--- src/rtl/kbd_pkg.sv ---
// Shared PS/2 keyboard definitions: LED sequencer state encoding and the
// host/keyboard protocol bytes used by both the sequencer and the scan decoder.
package kbd_pkg;

  typedef enum logic [2:0] {
    S_IDLE      = 3'd0,
    S_SEND_CMD  = 3'd1,
    S_WAIT_TX1  = 3'd2,
    S_WAIT_ACK1 = 3'd3,
    S_SEND_ARG  = 3'd4,
    S_WAIT_TX2  = 3'd5,
    S_WAIT_ACK2 = 3'd6,
    S_FAIL      = 3'd7
  } kbd_led_state_e;

  localparam logic [7:0] KBD_CMD_SET_LED = 8'hED;
  localparam logic [7:0] KBD_ACK         = 8'hFA;
  localparam logic [7:0] KBD_RESEND      = 8'hFE;

  // States in which the keyboard's reply bytes belong to the LED sequencer.
  function automatic logic kbd_led_owns_rx(kbd_led_state_e s);
    return (s == S_WAIT_TX1) || (s == S_WAIT_ACK1) ||
           (s == S_WAIT_TX2) || (s == S_WAIT_ACK2);
  endfunction

  // States that belong to the argument byte rather than the 0xED command.
  function automatic logic kbd_led_arg_phase(kbd_led_state_e s);
    return (s == S_SEND_ARG) || (s == S_WAIT_TX2) || (s == S_WAIT_ACK2);
  endfunction

endpackage

--- src/rtl/kbd_led_seq.sv ---
// PS/2 keyboard LED update sequencer: sends 0xED + LED argument, waits for
// ACKs, resends on error/timeout, and coalesces requests that arrive while busy.
module kbd_led_seq
  import kbd_pkg::*;
#(
  parameter logic [15:0] TIMEOUT_CYC = 16'd50000,
  parameter logic [1:0]  MAX_RETRY   = 2'd3
) (
  input  logic       mclk,
  input  logic       reset_in,
  input  logic       led_req,
  input  logic [2:0] led_val,
  input  logic       scan_dav,
  input  logic [7:0] scan_code,
  output logic       tx_start,
  output logic [7:0] tx_byte,
  input  logic       tx_done,
  input  logic       tx_err,
  output logic       rx_own,
  output logic       busy,
  output logic       err
);

  kbd_led_state_e state_q, state_d;
  logic           pend_q, pend_d;
  logic [2:0]     pend_val_q, pend_val_d;
  logic [2:0]     arg_q, arg_d;
  logic [1:0]     retry_q, retry_d;
  logic [15:0]    to_q, to_d;
  logic           err_q, err_d;
  logic           retry_ev;
  logic           timeout;

  always_ff @(posedge mclk or posedge reset_in) begin
    if (reset_in) begin
      state_q    <= S_IDLE;
      pend_q     <= 1'b0;
      pend_val_q <= 3'd0;
      arg_q      <= 3'd0;
      retry_q    <= 2'd0;
      to_q       <= 16'd0;
      err_q      <= 1'b0;
    end else begin
      state_q    <= state_d;
      pend_q     <= pend_d;
      pend_val_q <= pend_val_d;
      arg_q      <= arg_d;
      retry_q    <= retry_d;
      to_q       <= to_d;
      err_q      <= err_d;
    end
  end

  // >= rather than == so a stray byte landing on the deadline cycle does not
  // push the counter past the compare point and disable the timeout.
  assign timeout = (to_q >= (TIMEOUT_CYC - 16'd1));

  always_comb begin
    state_d    = state_q;
    pend_d     = pend_q;
    pend_val_d = pend_val_q;
    arg_d      = arg_q;
    retry_d    = retry_q;
    to_d       = 16'd0;
    err_d      = err_q;
    retry_ev   = 1'b0;

    if (led_req) begin
      pend_d     = 1'b1;
      pend_val_d = led_val;
    end

    case (state_q)
      S_IDLE: begin
        if (pend_q) begin
          arg_d   = pend_val_q;
          retry_d = 2'd0;
          err_d   = 1'b0;
          state_d = S_SEND_CMD;
          if (!led_req) pend_d = 1'b0;
        end
      end
      S_SEND_CMD: state_d = S_WAIT_TX1;
      S_WAIT_TX1: begin
        if (tx_done)     state_d  = S_WAIT_ACK1;
        else if (tx_err) retry_ev = 1'b1;
      end
      S_WAIT_ACK1: begin
        to_d = to_q + 16'd1;
        if (scan_dav) begin
          if (scan_code == KBD_ACK) begin
            state_d = S_SEND_ARG;
            retry_d = 2'd0;
          end else if (scan_code == KBD_RESEND) begin
            retry_ev = 1'b1;
          end
        end else if (timeout) begin
          retry_ev = 1'b1;
        end
      end
      S_SEND_ARG: state_d = S_WAIT_TX2;
      S_WAIT_TX2: begin
        if (tx_done)     state_d  = S_WAIT_ACK2;
        else if (tx_err) retry_ev = 1'b1;
      end
      S_WAIT_ACK2: begin
        to_d = to_q + 16'd1;
        if (scan_dav) begin
          if (scan_code == KBD_ACK) begin
            state_d = S_IDLE;
            // A pending request for the value just written needs no resend.
            if (pend_d && (pend_val_d == arg_q)) pend_d = 1'b0;
          end else if (scan_code == KBD_RESEND) begin
            retry_ev = 1'b1;
          end
        end else if (timeout) begin
          retry_ev = 1'b1;
        end
      end
      S_FAIL: begin
        err_d   = 1'b1;
        state_d = S_IDLE;
      end
      default: state_d = S_IDLE;
    endcase

    if (retry_ev) begin
      if (retry_q < MAX_RETRY) begin
        retry_d = retry_q + 2'd1;
        state_d = kbd_led_arg_phase(state_q) ? S_SEND_ARG : S_SEND_CMD;
      end else begin
        state_d = S_FAIL;
      end
    end
  end

  always_comb begin
    tx_byte = 8'h00;
    case (state_q)
      S_SEND_CMD, S_WAIT_TX1, S_WAIT_ACK1: tx_byte = KBD_CMD_SET_LED;
      S_SEND_ARG, S_WAIT_TX2, S_WAIT_ACK2: tx_byte = {5'b00000, arg_q};
      default:                             tx_byte = 8'h00;
    endcase
  end

  assign tx_start = (state_q == S_SEND_CMD) || (state_q == S_SEND_ARG);
  assign rx_own   = kbd_led_owns_rx(state_q);
  assign busy     = (state_q != S_IDLE);
  assign err      = err_q;

endmodule

--- config.mk ---
export PLATFORM = sky130hd
export DESIGN_NAME = kbd_led_seq
export DESIGN_NICKNAME = d
export VERILOG_FILES = /design/src/rtl/kbd_pkg.sv /design/src/rtl/kbd_led_seq.sv
export SDC_FILE = /design/constraint.sdc
export NUM_CORES = 1
export LEC_CHECK = 0
export BUFFER_PORTS_ARGS = -buffer_cell sky130_fd_sc_hd__buf_2
export CAP_MARGIN = 15
export CORE_ASPECT_RATIO = 1.1
export CORE_UTILIZATION = 45
export CTS_BUF_LIST = sky130_fd_sc_hd__clkbuf_4 sky130_fd_sc_hd__clkbuf_8
export CTS_CLUSTER_DIAMETER = 30
export CTS_CLUSTER_SIZE = 40
export DETAILED_ROUTE_END_ITERATION = 7
export PLACE_DENSITY_LB_ADDON = 0.12
export SLEW_MARGIN = 20
export SYNTH_ARGS = -nofsm -noshare
export SYNTH_HDL_FRONTEND = slang
export SYNTH_SLANG_ARGS = --single-unit
export TNS_END_PERCENT = 5
--- constraint.sdc ---
create_clock -name mclk -period 3.2 [get_ports mclk]
set_clock_uncertainty 0.2 [all_clocks]
set_input_delay 0.32 -clock mclk [delete_from_list [all_inputs] [get_ports mclk]]
set_output_delay 0.32 -clock mclk [all_outputs]
set_load 0.03 [all_outputs]
==> flow_summary.json <==
{
  "syn_nets": 198,
  "async_flop_share": 1.00,
  "grt_usage": 0.175,
  "crit_fanout": 17,
  "synth-compound-area-share": 0.105,
  "synth_seq_cells": 29,
  "crit_type": "reg2reg",
  "yosysSeqAreaShare": 0.429,
  "clk_pin_slew_worst_paths_ns": 0.07,
  "crit_start": "state_q[2]",
  "synth_cell_types": 45,
  "sw_frac_of_total": 0.447,
  "crit_arrival_ns": 2.44,
  "power.static_leakage_uw": 0.000856,
  "syn_avg_cell_area_sq_um": 9.45,
  "antenna_cells": 0,
  "synthMuxAreaShare": 0.0525,
  "cts_buffers": 5,
  "dpl_worst_slack_ns": 0.758,
  "min_period_ns": 2.45,
  "nNetsFinal": 222,
  "clock_path_buffers": 2,
  "layout.area.seq_sq_um": 726,
  "yosys_warnings": 0,
  "pin_count": 29,
  "power.switching_uw": 724,
  "synth_edf_count": 0,
  "finalHoldViolations": 0,
  "hp-class": "in2reg",
  "peakVddDrop_uv": 537,
  "multiInputGateArea_sq_um": 866,
  "cp.required_ns": 3.18,
  "grt_remaining_overflow": 0,
  "synth_ff_type": "dfrtp_1",
  "rsz0062_at_grt": "no",
  "synth-simple-area-share": 0.249,
  "grt_max_degree": 30,
  "drive_gt1_frac": 0.260,
  "post_cts_resized": 0,
  "nFillCells": 348,
  "routed_wl_mm": 3.15,
  "start_util": 0.467,
  "ctsHtreeMaxLevel": 2,
  "setup_slack_ns": 0.746,
  "setup_viol": 0,
  "wl_per_cell_um": 12.4,
  "utilization": 0.529,
  "antenna_found_initial": 0,
  "rows": 23,
  "combPwrFrac": 0.455,
  "grt_pass1_wl_mm": 5.18,
  "slew_headroom": 0.597,
  "intPower_uw": 896,
  "drt_first_pass_iters": 4,
  "fmaxAchievable_ghz": 0.408,
  "first_global_vias": 1199,
  "worst_slew_pin_slew_ns": 0.603,
  "outcome": "finished clean",
  "gp_congestion": 0.819,
  "core_sq_mm": 0.00363,
  "port_buffers": 27,
  "area_growth_pct": 13.5,
  "synth_xor_area_frac": 0.0880,
  "worst_hold_startpoint": "led_val[0]",
  "num_vias": 1316,
  "clockPowerShare": 0.200,
  "cts_sinks": 29,
  "post-route-drc-count": 0,
  "root_buffer": "clkbuf_8",
  "design_area_sq_mm": 0.00192,
  "synth_fa_ha_area_frac": 0.0148,
  "syn-instance-count": 179,
  "clk_latency_ns": 0.27,
  "worstSetupEndpointType": "flip-flop",
  "seqPwrFrac": 0.346,
  "dp_hpwl_mm": 2.35,
  "p_per_area_mw_per_mm2": 844,
  "via_per_inst": 5.18,
  "dpl_cell_area_sq_mm": 0.00181,
  "dieArea_sq_mm": 0.00401,
  "timing.setup.tns_ns": 0,
  "r2r_start": "state_q[2]",
  "drv_cap": 0,
  "ant_nets": 0,
  "tritoncts": "yes",
  "first_iter_violations": 33,
  "startpoint_type": "flip-flop",
  "finalMaxSlewViolations": 0,
  "fin_crit_sh": 0.767,
  "synth_top_family_by_area": "simple AND/OR/NAND/NOR gates",
  "fp.dieW_um": 60.5,
  "die_h_um": 66.3,
  "syn_area_sq_mm": 0.00169
}
==> cell usage in the layout, fill, tap and decap left out, types with 5 or more instances in the layout <==
cell and count:
a21oi_1 12, buf_2 27, clkbuf_8 7, dfrtp_1 29, mux2_2 7, nand2_1 15
nand3_1 8, nor2_1 24, nor3_1 6, xnor2_1 5, xor2_1 12
==> cells in the mapped netlist (all sizes together) (2+ instances only) <==
cell type  count  share of area
a21oi         13          0.045
a31oi          2         0.0074
and3           4          0.015
and4           2          0.010
buf            6          0.031
clkbuf         5          0.017
dfrtp         29           0.43
ha             2          0.015
inv            5          0.011
mux2           7          0.047
nand2         18          0.055
nand2b         3          0.011
nand3          8          0.024
nand3b         2          0.016
nand4          3          0.011
nor2          24          0.053
nor2b          2         0.0089
nor3           6          0.018
o21ai          5          0.015
or3            3          0.011
xnor2          5          0.026
xor2          12          0.062
==> worst max-delay path, cell delays in order, from the launching register on <==
cell and delay (ns):
dfrtp_1 0.66, xor2_1 0.26, nand2_1 0.35, a221o_2 0.50, a21oi_4 0.20, mux2i_1 0.21
==> cell families after synthesis <==
family | count (synthesis)
buf+inv | 16
other cells | 1
xor+xnor | 17
fa+ha+maj | 2
simple gates | 79
compound gates | 27
mux | 8
flops | 29
==> metrics by stage <==
| step | hold slack, ns | total power [uW] | cells |
|---|---|---|---|
| finish | 0.111 | 1620 | 254 |
| global route | 0.109 | 1740 | 254 |
| CTS | 0.102 | 1640 | 253 |
| detailed placement | 0.283 | 1300 | 245 |
| global placement | 0.273 | 1300 | 245 |
| floorplan | 0.198 | 1200 | 179 |
==> flip-flops by register name, indices dropped and copies added, names as in the netlist <==
name        flops
to_q           16
arg_q           3
state_q         3
retry_q         2
err             1
pend_val_q      3
pend_q          1
==> area by class of cell <==
class | instances | share of cell area
flip-flops and latches | 29 | 0.378
well taps | 50 | 0.0326
clock inverters | 1 | 0.00261
inverters | 5 | 0.00978
multi-input cells | 134 | 0.451
clock buffers | 7 | 0.0502
repair buffers | 28 | 0.0756
==> layer usage <==
metal / vias to the layer above / wire, um / track usage
li1: 662 / - / -
met1: 618 / 1390 / 0.204
met2: 34 / 1610 / 0.305
met3: 2 / 130 / 0.0470
met4: 0 / 21 / 0.0597
met5: - / 0 / 0
==> worst paths after layout <==
check,endpoint,slack [ns],depth (start not counted)
max in group asynchronous,err,1.93,3
setup reg to reg,retry_q[0],0.75,5
min in group asynchronous,pend_val_q[0],0.46,3
hold / removal,pend_val_q[0],0.11,2
hold reg to reg,retry_q[0],0.29,1
setup / recovery,retry_q[0],0.75,5
==> power by group through the flow <==
stage | Combinational [uW] | Clock (uW) | Sequential [uW]
after detailed placement | 739 | 0 | 566
final | 736 | 323 | 560
after global routing | 812 | 353 | 575
after global placement | 735 | 0 | 560
after floorplan | 710 | 0 | 495
after CTS | 743 | 336 | 559
==> what timing repair did <==
action                                 4_1_cts  5_1_grt
setup buffers                                0        0
endpoints found under the hold margin        0       29
hold buffers                                 0        1
Power figures use the tool's default switching activity.
